--- src/rtl/alu_pkg.sv ---
// Shared ALU opcode definitions and legality check.
// Used by the issue stage to flag unsupported operations.
package alu_pkg;

  typedef logic [3:0] alu_op_t;

  localparam alu_op_t OP_ADD = 4'b0000;
  localparam alu_op_t OP_SUB = 4'b0010;
  localparam alu_op_t OP_AND = 4'b0100;
  localparam alu_op_t OP_OR  = 4'b0101;
  localparam alu_op_t OP_XOR = 4'b0110;
  localparam alu_op_t OP_NOR = 4'b0111;
  localparam alu_op_t OP_SGT = 4'b1010;

  function automatic logic op_is_legal(
    input alu_op_t op
  );
    logic ok;
    case (op)
      OP_ADD, OP_SUB, OP_AND, OP_OR,
      OP_XOR, OP_NOR, OP_SGT: ok = 1'b1;
      default:                ok = 1'b0;
    endcase
    return ok;
  endfunction

endpackage

--- src/rtl/alu_issue_fifo.sv ---
// Circular operand queue feeding the ALU.
// Storage is intentionally left unreset; only pointers/count clear.
module alu_issue_fifo
  import alu_pkg::*;
#(
  parameter int DEPTH = 4,
  parameter int WIDTH = 32,
  parameter int TAGW  = 4
) (
  input  logic                     clk,
  input  logic                     rst_n,
  input  logic                     flush,
  input  logic                     push,
  output logic                     ready,
  input  logic [WIDTH-1:0]         push_a,
  input  logic [WIDTH-1:0]         push_b,
  input  alu_op_t                  push_op,
  input  logic [TAGW-1:0]          push_tag,
  input  logic                     pop,
  output logic [WIDTH-1:0]         head_a,
  output logic [WIDTH-1:0]         head_b,
  output alu_op_t                  head_op,
  output logic [TAGW-1:0]          head_tag,
  output logic [$clog2(DEPTH):0]   count
);

  localparam int AW = $clog2(DEPTH);
  localparam int CW = AW + 1;

  logic [WIDTH-1:0] mem_a   [DEPTH];
  logic [WIDTH-1:0] mem_b   [DEPTH];
  alu_op_t          mem_op  [DEPTH];
  logic [TAGW-1:0]  mem_tag [DEPTH];

  logic [AW-1:0] wr_ptr;
  logic [AW-1:0] rd_ptr;
  logic [CW-1:0] cnt;
  logic          empty;
  logic          do_push;
  logic          do_pop;

  assign empty   = (cnt == '0);
  assign ready   = (cnt != CW'(DEPTH));
  assign do_push = push && ready && !flush;
  assign do_pop  = pop && !empty && !flush;
  assign count   = cnt;

  always_ff @(posedge clk) begin
    if (do_push) begin
      mem_a[wr_ptr]   <= push_a;
      mem_b[wr_ptr]   <= push_b;
      mem_op[wr_ptr]  <= push_op;
      mem_tag[wr_ptr] <= push_tag;
    end
  end

  always_ff @(posedge clk or negedge rst_n) begin
    if (!rst_n) begin
      wr_ptr <= '0;
      rd_ptr <= '0;
      cnt    <= '0;
    end else if (flush) begin
      wr_ptr <= '0;
      rd_ptr <= '0;
      cnt    <= '0;
    end else begin
      if (do_push) wr_ptr <= wr_ptr + 1'b1;
      if (do_pop)  rd_ptr <= rd_ptr + 1'b1;
      unique case ({do_push, do_pop})
        2'b10:   cnt <= cnt + 1'b1;
        2'b01:   cnt <= cnt - 1'b1;
        default: cnt <= cnt;
      endcase
    end
  end

  // Empty queue presents a quiet ADD 0+0 to the ALU
  assign head_a   = empty ? '0 : mem_a[rd_ptr];
  assign head_b   = empty ? '0 : mem_b[rd_ptr];
  assign head_op  = empty ? OP_ADD : mem_op[rd_ptr];
  assign head_tag = empty ? '0 : mem_tag[rd_ptr];

endmodule

--- src/rtl/alu_issue_stage.sv ---
// Issue/execute stage: queues ALU requests and registers results.
// The ALU sits outside; head drives it, its result feeds our register.
module alu_issue_stage
  import alu_pkg::*;
#(
  parameter int DEPTH = 4,
  parameter int WIDTH = 32,
  parameter int TAGW  = 4
) (
  input  logic                     clk,
  input  logic                     rst_n,
  input  logic                     flush,
  input  logic                     in_valid,
  output logic                     in_ready,
  input  logic [WIDTH-1:0]         in_a,
  input  logic [WIDTH-1:0]         in_b,
  input  logic [3:0]               in_op,
  input  logic [TAGW-1:0]          in_tag,
  output logic [WIDTH-1:0]         alu_a,
  output logic [WIDTH-1:0]         alu_b,
  output logic [3:0]               alu_op,
  input  logic [WIDTH-1:0]         alu_result,
  input  logic                     alu_zero,
  output logic                     out_valid,
  input  logic                     out_ready,
  output logic [WIDTH-1:0]         out_result,
  output logic                     out_zero,
  output logic                     out_illegal,
  output logic [TAGW-1:0]          out_tag,
  output logic [$clog2(DEPTH):0]   count
);

  logic            pop;
  logic [TAGW-1:0] head_tag;

  alu_issue_fifo #(
    .DEPTH (DEPTH),
    .WIDTH (WIDTH),
    .TAGW  (TAGW)
  ) u_fifo (
    .clk      (clk),
    .rst_n    (rst_n),
    .flush    (flush),
    .push     (in_valid),
    .ready    (in_ready),
    .push_a   (in_a),
    .push_b   (in_b),
    .push_op  (in_op),
    .push_tag (in_tag),
    .pop      (pop),
    .head_a   (alu_a),
    .head_b   (alu_b),
    .head_op  (alu_op),
    .head_tag (head_tag),
    .count    (count)
  );

  assign pop = (count != '0) && (!out_valid || out_ready);

  always_ff @(posedge clk or negedge rst_n) begin
    if (!rst_n) begin
      out_valid   <= 1'b0;
      out_result  <= '0;
      out_zero    <= 1'b0;
      out_illegal <= 1'b0;
      out_tag     <= '0;
    end else if (flush) begin
      out_valid <= 1'b0;
    end else if (pop) begin
      out_valid   <= 1'b1;
      out_result  <= alu_result;
      out_zero    <= alu_zero;
      out_illegal <= !op_is_legal(alu_op);
      out_tag     <= head_tag;
    end else if (out_ready) begin
      // Consumed with nothing queued: drop valid, keep data
      out_valid <= 1'b0;
    end
  end

endmodule

--- config.mk ---
export PLATFORM = sky130hd
export DESIGN_NAME = alu_issue_stage
export DESIGN_NICKNAME = d
export VERILOG_FILES = /design/src/rtl/alu_pkg.sv /design/src/rtl/alu_issue_fifo.sv /design/src/rtl/alu_issue_stage.sv
export SDC_FILE = /design/constraint.sdc
export NUM_CORES = 1
export LEC_CHECK = 0
export BUFFER_PORTS_ARGS = -buffer_cell sky130_fd_sc_hd__buf_4
export CORE_MARGIN = 2
export CORE_UTILIZATION = 60
export DETAILED_ROUTE_END_ITERATION = 12
export PLACE_DENSITY_LB_ADDON = 0.12
export SYNTH_ARGS = -nofsm -noshare
export SYNTH_HDL_FRONTEND = slang
export SYNTH_SLANG_ARGS = --single-unit
--- constraint.sdc ---
create_clock -name clk -period 6.2 [get_ports clk]
set_input_delay 0.31 -clock clk [delete_from_list [all_inputs] [get_ports clk]]
set_output_delay 0.31 -clock clk [all_outputs]
set_load 0.05 [all_outputs]
==> impl_metrics.ini, run 1 <==
[yosys]
synthesis.instances = 595
ys_seq_area_frac = 0.768
ys_ff_latch = 334
synth_nets = 710
ys.flop_type = edfxtp_1
synth_top_area_frac = 0.677
ys_top_cells_by_area = edfxtp_1 68%, mux4_2 13%, dfrtp_1 9.0%, and2_1 3.6%, mux2_2 3.3%
synth_most_common_cell = edfxtp_1
syn_avg_cell_area_um2 = 21.5
ys_types = 31
async_flop_share = 0.138
synth_edf_count = 288
synth_largest_area_cell = edfxtp_1
synth_common_cells = 288 x edfxtp_1, 73 x and2_1, 72 x mux4_2
ys.warnings.count = 0
syn_area_um2 = 12800

[outcome]
status = complete, no violations

[run]
maxCapViolCount = 0

[placement]
hpwl_mm = 14.4
port_buffers = 220
place_congestion = 0.725

[pwr]
comb_power_share = 0.371
power.density_nw_per_um2 = 489
p_int_w = 0.00511
sw_frac_of_total = 0.365
clockPowerShare = 0.266
seq_power_share = 0.363
power_leakage_nw = 5.95
vdd_ir_drop_max_uv = 355
p_sw_w = 0.00293

[global_route]
grt_pass1_vias = 7329
grt_overflow_total = 0
grt_pass1_wl_mm = 39.9
grt_max_degree = 74
grtUsageTotal = 0.235
antenna_found_initial = 0

[worst_setup_path]
end_kind = output port
startpoint_type = flop
cp-startpoint = u_fifo.rd_ptr[0]$_DFFE_PN0P_
critPathRequiredTime_ps = 5890
timing.rr.start = u_fifo.count[0]$_DFFE_PN0P_
path_class = reg -> out
cp_data_arrival_time_ps = 3220
crit_fanout = 47

[cts]
postCtsHoldBufs = 56
cts_root_buf = clkbuf_16
clk_latency_ps = 500
post_cts_buffers = 0
cts_htree_levels = 2
cts.clk_slew.worst_paths_ps = 60
cts_buffer_depth = 3
clock_sinks = 334
cts_tree = yes
cts_buffers = 35
ctsResizeCount = 0

[drt]
drc_errors = 0
avgViaCountPerCell = 5.67
routedWlPerCell_um = 21.8
vias = 6714
drt_wl_total_mm = 25.9
ant_nets = 0
first_pass_iters = 4
drt_iter0_drc = 394

[final_layout]
drive_above_1_share = 0.430
nNetsFinal = 1000
post-route-util = 0.785
insertedDiodeCount = 0
syn2layout_area_growth_pct = 28.8

[sta]
max_freq_mhz = 283
clock_skew_ps = 7.10
period_share = 0.569
setup_violations = 0
fin_tns_setup_ps = 0
slew_violations = 0
period_needed_ps = 3530
slew_headroom = 0.226
rsz0062_at_grt = no
final_hold_viol_count = 0
worst_pin_slew_ps = 1160

[floorplan]
fp-row-count = 53
die_w_um = 150
io_pins = 221
dieArea_um2 = 22500
die_h_um = 150
core_area_um2 = 21000
start_util = 0.609

[worst_hold_path]
hp-class = in -> reg
hp-start = in_b[30]
[logic make-up after synthesis]
family                   count (synthesis)  share of synthesized area
flip-flops                             334                      0.768
multiplexers                           109                      0.160
AND/OR/NAND/NOR                         98                     0.0469
buffers and inverters                   33                     0.0124
AO/OA/AOI/OAI                           14                    0.00657
adder cells (fa/ha/maj)                  5                    0.00549
XOR/XNOR                                 2                    0.00137
[metal layers]
metal / vias to the layer above / GRT usage / routed length (um)
met5: - / 0 / 0
met4: 0 / 0.0717 / 483
met3: 45 / 0.0509 / 1660
met2: 231 / 0.404 / 13500
met1: 3480 / 0.306 / 10200
li1: 2958 / - / -
[power by group through the flow]
stage               Combinational (W)  Sequential (W)  Clock, W
finish                        0.00298         0.00292   0.00214
global route                  0.00312         0.00296   0.00226
CTS                           0.00301         0.00293   0.00217
detailed placement            0.00296         0.00298         0
global placement              0.00293         0.00296         0
floorplan                     0.00171         0.00332         0
[critical path, stage by stage, from the launching register on]
cell and delay [ps]:
dfrtp_4 1040, buf_4 650, mux4_2 610, and2_1 180, buf_4 190
[cell type report]
class | count | area, um^2
clock inverter | 13 | 184
clock buffer | 48 | 1010
multi-input combinational | 228 | 2830
fill | 1149 | 4510
timing repair buffer | 282 | 2260
tap | 275 | 344
inverter | 4 | 15.0
sequential | 334 | 9810
[flip-flops by register name, summed over array words and instances, names as in the netlist]
name            count
out_illegal         1
out_result         32
out_tag             4
out_valid           1
out_zero            1
u_fifo.count        3
u_fifo.mem_a      128
u_fifo.mem_b      128
u_fifo.mem_op      16
u_fifo.mem_tag     16
u_fifo.rd_ptr       2
u_fifo.wr_ptr       2
[through the flow]
stage | hold slack (ps) | instances | cell area, um^2 | setup WS, ps | power, W
final | 17.3 | 1184 | 16400 | 2670 | 0.00805
after global routing | 3.76 | 1184 | 16400 | 2400 | 0.00833
after CTS | 0.427 | 1181 | 16400 | 2560 | 0.00811
after detailed placement | 350 | 1064 | 14700 | 3100 | 0.00594
after global placement | 332 | 1064 | 14700 | 3110 | 0.00588
after floorplan | 14.4 | 595 | 12800 | 2550 | 0.00503
[placed cells by master, fill, tap and decap left out, types with 4 or more instances in the layout]
| master | n |
|---|---|
| dlygate4sd3_1 | 59 |
| edfxtp_1 | 288 |
| clkbuf_8 | 4 |
| a21oi_1 | 6 |
| mux4_2 | 72 |
| nor2_1 | 5 |
| dfrtp_1 | 44 |
| and2_4 | 4 |
| and2_1 | 69 |
| clkbuf_16 | 37 |
| buf_4 | 223 |
| inv_1 | 4 |
| mux2_2 | 37 |
| clkbuf_1 | 7 |
| clkinv_1 | 5 |
| bufinv_16 | 5 |
| ha_1 | 4 |
[final timing paths]
kind / endpoint / slack (ps) / depth (start not counted)
min: u_fifo.mem_b[1][30]$_DFFE_PP_ / 20 / 1
max in group asynchronous: u_fifo.rd_ptr[0]$_DFFE_PN0P_ / 5390 / 2
min in group asynchronous: out_result[2]$_DFFE_PN0P_ / 360 / 2
max: alu_b[26] / 2670 / 4
min reg2reg: out_result[25]$_DFFE_PN0P_ / 510 / 1
max reg2reg: u_fifo.mem_a[2][24]$_DFFE_PP_ / 3630 / 4
(Power assumes the default switching activity.)
==> inputs of run 2 (changes only) <==
--- a/config.mk
+++ b/config.mk
@@ -7,7 +7,7 @@
 export LEC_CHECK = 0
 export BUFFER_PORTS_ARGS = -buffer_cell sky130_fd_sc_hd__buf_4
 export CORE_MARGIN = 2
-export CORE_UTILIZATION = 60
+export CORE_UTILIZATION = 56
 export DETAILED_ROUTE_END_ITERATION = 12
 export PLACE_DENSITY_LB_ADDON = 0.12
 export SYNTH_ARGS = -nofsm -noshare
==> constraint.sdc (replaced) <==
create_clock -name clk -period 3.37 [get_ports clk]
set_input_delay 0.1685 -clock clk [delete_from_list [all_inputs] [get_ports clk]]
set_output_delay 0.1685 -clock clk [all_outputs]
set_load 0.05 [all_outputs]
==> run 2 against run 1 <==
Flip-flop and latch count stayed put. Critical path type unchanged. Cell count is 5.4% higher. Setup slack worse by 2200 ps. Clock-buffer cell count is 2 higher. Critical endpoint is now alu_b[11]. Core utilization is 3.1 points lower.
==> impl_metrics.ini, run 2 (same netlist as run 1, synthesis figures left out) <==
[drt]
first_pass_iters = 4
avgViaCountPerCell = 5.45
drt_iter0_drc = 450
drc_errors = 0
ant_nets = 0
routedWlPerCell_um = 20.7
drt_wl_total_mm = 25.8
vias = 6801

[floorplan]
die_h_um = 155
core_area_um2 = 22500
io_pins = 221
die_w_um = 155
fp-row-count = 55
start_util = 0.567
dieArea_um2 = 24000

[cts]
cts_htree_levels = 2
cts_buffer_depth = 3
cts_buffers = 34
post_cts_buffers = 0
clk_latency_ps = 500
clock_sinks = 334
cts.clk_slew.worst_paths_ps = 60
ctsResizeCount = 0
cts_root_buf = clkbuf_16
cts_tree = yes

[global_route]
grt_pass1_vias = 7284
grtUsageTotal = 0.218
grt_pass1_wl_mm = 39.6
antenna_found_initial = 1
grt_max_degree = 47
grt_overflow_total = 0

[pwr]
power.density_nw_per_um2 = 859
p_total_w = 0.0146
vdd_ir_drop_max_uv = 650
power_leakage_nw = 6.15

[worst_setup_path]
cp_data_arrival_time_ps = 2710
cpMostUsedCell = buf_4
slowest_stage = dfrtp_4
crit_fanout = 34
worstRegToRegCells = 7
rrSetupSlack_ps = 900
r2r_end = u_fifo.count[2]$_DFFE_PN0P_
path_delay_family = flip-flops
path_cells = buf_4, mux4_2, and2_1, buf_4
critPathRequiredTime_ps = 3200
crit_cells = 4
worst-path-buf-inv = 2
end_kind = output port
startpoint_type = flop
path_class = reg -> out
timing.rr.start = u_fifo.count[1]$_DFFE_PN0P_
critical_path.max_stage_delay_ps = 870

[sta]
slew_violations = 0
fin_tns_setup_ps = 0
slew_headroom = 0.510
final_hold_viol_count = 0
rsz0062_at_grt = no
clock_skew_ps = 7.51
period_share = 0.853
worst_pin_slew_ps = 734
max_freq_mhz = 348
period_needed_ps = 2870
setup_violations = 0

[placement]
placed_cells = 1080
hpwl_mm = 14.8
place_congestion = 0.715
port_buffers = 220

[final_layout]
syn2layout_area_growth_pct = 33.0
fin_cells = 1248
reg_top3 = u_fifo.mem_a x128, u_fifo.mem_b x128, out_result x32
drive_above_1_share = 0.407
nNetsFinal = 1054
layout_common_cells = 288 x edfxtp_1, 223 x buf_4, 108 x dlygate4sd3_1
final_common_cell = edfxtp_1

[worst_hold_path]
hp-class = in -> reg
hp-start = out_ready
hold-path-cell-count = 3
whs_endpoint = out_valid$_DFFE_PN0P_

[outcome]
status = complete, no violations

[run]
maxCapViolCount = 0
==> run 2: cell count changes in the layout (fill, tap and decap cells not counted) <==
| cell | delta |
|---|---|
| buf_12 | +6 |
| bufinv_16 | -3 |
| clkbuf_1 | +3 |
| clkbuf_8 | -1 |
| clkinv_2 | -1 |
| diode_2 | +1 |
| dlygate4sd3_1 | +49 |
==> run 2: worst max path at each step <==
stage	slack (ps)	startpoint	endpoint
final	500	u_fifo.rd_ptr[0]$_DFFE_PN0P_	alu_b[11]
after global routing	330	u_fifo.rd_ptr[0]$_DFFE_PN0P_	alu_b[11]
after CTS	440	u_fifo.rd_ptr[0]$_DFFE_PN0P_	alu_b[13]
after detailed placement	930	u_fifo.count[0]$_DFFE_PN0P_	u_fifo.mem_b[1][0]$_DFFE_PP_
after global placement	990	u_fifo.count[0]$_DFFE_PN0P_	u_fifo.mem_b[3][15]$_DFFE_PP_
after floorplan	510	u_fifo.count[0]$_DFFE_PN0P_	u_fifo.mem_a[0][0]$_DFFE_PP_
==> run 2: timing repair <==
action,in CTS,in global routing
endpoints found under the setup margin,0,0
endpoints found under the hold margin,375,0
hold buffers,108,0
==> run 2: through the flow <==
| stage | utilization | setup slack, ps | instance area, um^2 | hold slack [ps] |
|---|---|---|---|---|
| detailed placement | 0.658 | 934 | 14800 | 203 |
| global route | 0.754 | 327 | 17000 | 57.5 |
| finish | 0.754 | 495 | 17000 | 45.7 |
| floorplan | - | 510 | 12800 | -127 |
| global placement | 0.658 | 987 | 14800 | 191 |
| CTS | 0.754 | 441 | 17000 | 28.3 |
==> run 2: layer usage <==
layer  track usage  vias up  routed length [um]  share of wire
met2         0.375      263               13200           0.51
met5             0        -                   0              0
li1              -     3067                   -              -
met1         0.283     3433               10400           0.40
met4        0.0626        0                 541          0.021
met3        0.0487       38                1700          0.066
==> run 2: power breakdown <==
part           internal, W  total, W  switching, W
combinational      0.00204   0.00564       0.00360
sequential         0.00497   0.00530      0.000331
clock              0.00221   0.00364       0.00143
==> run 2: layout make-up <==
cell class | count | area (um^2)
multi-input combinational | 228 | 2830
inverter | 4 | 15.0
clock buffer | 50 | 1000
antenna | 1 | 2.50
tap | 285 | 357
fill | 1301 | 5530
timing repair buffer | 337 | 2880
sequential | 334 | 9810
clock inverter | 9 | 88.8
==> run 2: worst min-delay path, stage by stage <==
cell and delay [ps]:
buf_4 90, nand2b_1 160, a21oi_1 80
==> inputs of run 3 (changes only) <==
--- a/config.mk
+++ b/config.mk
@@ -6,7 +6,7 @@
 export NUM_CORES = 1
 export LEC_CHECK = 0
 export BUFFER_PORTS_ARGS = -buffer_cell sky130_fd_sc_hd__buf_4
-export CORE_MARGIN = 2
+export CORE_MARGIN = 3
 export CORE_UTILIZATION = 56
 export DETAILED_ROUTE_END_ITERATION = 12
 export PLACE_DENSITY_LB_ADDON = 0.12
==> constraint.sdc (replaced) <==
create_clock -name clk -period 3.37 [get_ports clk]
set_input_delay 0.1685 -clock clk [delete_from_list [all_inputs] [get_ports clk]]
set_output_delay 0.1685 -clock clk [all_outputs]
set_load 0.02 [all_outputs]
==> run 3 against run 2 <==
Clock power is 1% lower. Register-to-register slack worse by 60 ps. First-iteration DRC count is 5.8% lower. Largest power group is now registers. Flip-flop and latch count stayed put. Die area is 2.6% higher. Sequential share of layout area hardly changed. Total power is 10% lower. Maximum frequency hardly changed. Critical path depth stayed put. Non-clock buffer count stayed put. Highest routed layer unchanged.
==> impl_metrics.ini, run 3 (same netlist as run 1, synthesis figures left out) <==
[sta]
period_share = 0.852
max_freq_mhz = 348
setup_violations = 0
fin_tns_setup_ps = 0
slew_headroom = 0.495
final_hold_viol_count = 0
slew_violations = 0
clock_skew_ps = 21.5
rsz0062_at_grt = no
period_needed_ps = 2870
worst_pin_slew_ps = 757

[final_layout]
syn2layout_area_growth_pct = 32.9
nNetsFinal = 1055
fill_cells = 1201
drive_above_1_share = 0.410
seqCellArea_um2 = 9810
final_common_cell = edfxtp_1
multi_input_area_um2 = 2830
layout_common_cells = 288 x edfxtp_1, 223 x buf_4, 108 x dlygate4sd3_1
reg_top3 = u_fifo.mem_a x128, u_fifo.mem_b x128, out_result x32

[worst_setup_path]
rrSetupSlack_ps = 840
cp_data_arrival_time_ps = 2700
cp-startpoint = u_fifo.rd_ptr[0]$_DFFE_PN0P_
end_kind = output port
worstRegToRegCells = 7
critPathCapture = alu_op[3]
path_class = reg -> out
crit_fanout = 33
r2r_end = u_fifo.count[2]$_DFFE_PN0P_
timing.rr.start = u_fifo.count[0]$_DFFE_PN0P_
critPathRequiredTime_ps = 3200
startpoint_type = flop

[global_route]
antenna_found_initial = 2
grt_max_degree = 47
grt_overflow_total = 0
grt_pass1_vias = 7486
grtUsageTotal = 0.220
grt_pass1_wl_mm = 41.3

[cts]
cts_tree = yes
cts_buffers = 35
cts_root_buf = clkbuf_16
clock_sinks = 334
clk_latency_ps = 510
cts_htree_levels = 2
cts.clk_slew.worst_paths_ps = 60
cts_buffer_depth = 3
post_cts_buffers = 0

[pwr]
p_int_w = 0.00912
seq_power_share = 0.408
p_sw_w = 0.00392
power.density_nw_per_um2 = 769
p_total_w = 0.0130
clockPowerShare = 0.276
comb_power_share = 0.317
power_leakage_nw = 6.15
sw_frac_of_total = 0.301
vdd_ir_drop_max_uv = 559

[worst_hold_path]
hp-class = in -> reg

[floorplan]
die_h_um = 157
fp-row-count = 54
start_util = 0.578
io_pins = 221
dieArea_um2 = 24600
core_area_um2 = 22100
die_w_um = 157

[drt]
drt_wl_total_mm = 26.9
first_pass_iters = 5
vias = 6938
avgViaCountPerCell = 5.55
drc_errors = 0
routedWlPerCell_um = 21.6
drt_iter0_drc = 424
ant_nets = 0

[placement]
port_buffers = 220
hpwl_mm = 15.9
place_congestion = 0.761

[run]
maxCapViolCount = 0

[outcome]
status = complete, no violations
## run 3: worst max-delay path: stages, from the launching register on
cell and delay (ps):
dfrtp_4 890, buf_12 330, mux4_2 530, and2_1 210, buf_4 170
## run 3: repair_timing
| action | 4_1_cts | 5_1_grt |
|---|---|---|
| gates resized for setup | 0 | 0 |
| hold buffers | 108 | 0 |
| endpoints found under the hold margin | 375 | 0 |
## run 3: how the worst min path moves through the flow
stage                     startpoint                         end  slack, ps  cells after the start
final                      out_ready       out_valid$_DFFE_PN0P_         60                      3
after global routing       out_ready       out_valid$_DFFE_PN0P_        100                      3
after CTS                  out_ready       out_valid$_DFFE_PN0P_         40                      3
after detailed placement       rst_n  out_result[23]$_DFFE_PN0P_        210                      1
after global placement         rst_n  out_result[20]$_DFFE_PN0P_        190                      1
after floorplan                rst_n     out_illegal$_DFFE_PN0P_       -130                      0
## run 3: stage by stage
step / utilization / hold slack (ps) / worst slack (ps) / cells / instance area (um^2)
after global placement: 0.669 / 188 / 960 / 1075 / 14800
after floorplan: - / -127 / 68.2 / 595 / 12800
final: 0.768 / 63.5 / 498 / 1249 / 17000
after global routing: 0.768 / 96.7 / 335 / 1249 / 17000
after CTS: 0.768 / 38.9 / 438 / 1247 / 17000
after detailed placement: 0.669 / 210 / 925 / 1075 / 14800
## run 3: layout make-up
class,count,area share
flip-flops and latches,334,0.578
repair buffers,337,0.169
multi-input cells,228,0.167
clock buffers,47,0.0560
well taps,280,0.0206
clock inverters,17,0.00811
inverters,4,0.000885
diodes,2,0.000295
## run 3: per-layer routing
layer	vias up	wire length [um]	global-route usage
met3	49	1970	0.0533
met1	3534	10700	0.293
met5	-	0	0
met2	272	13700	0.370
li1	3083	-	-
met4	0	528	0.0584
## run 3: power groups by stage
stage | combinational, W | sequential [W] | clock [W]
global route | 0.00441 | 0.00538 | 0.00386
detailed placement | 0.00405 | 0.00540 | 0
finish | 0.00413 | 0.00532 | 0.00360
CTS | 0.00417 | 0.00532 | 0.00367
floorplan | 0.00222 | 0.00554 | 0
global placement | 0.00398 | 0.00536 | 0
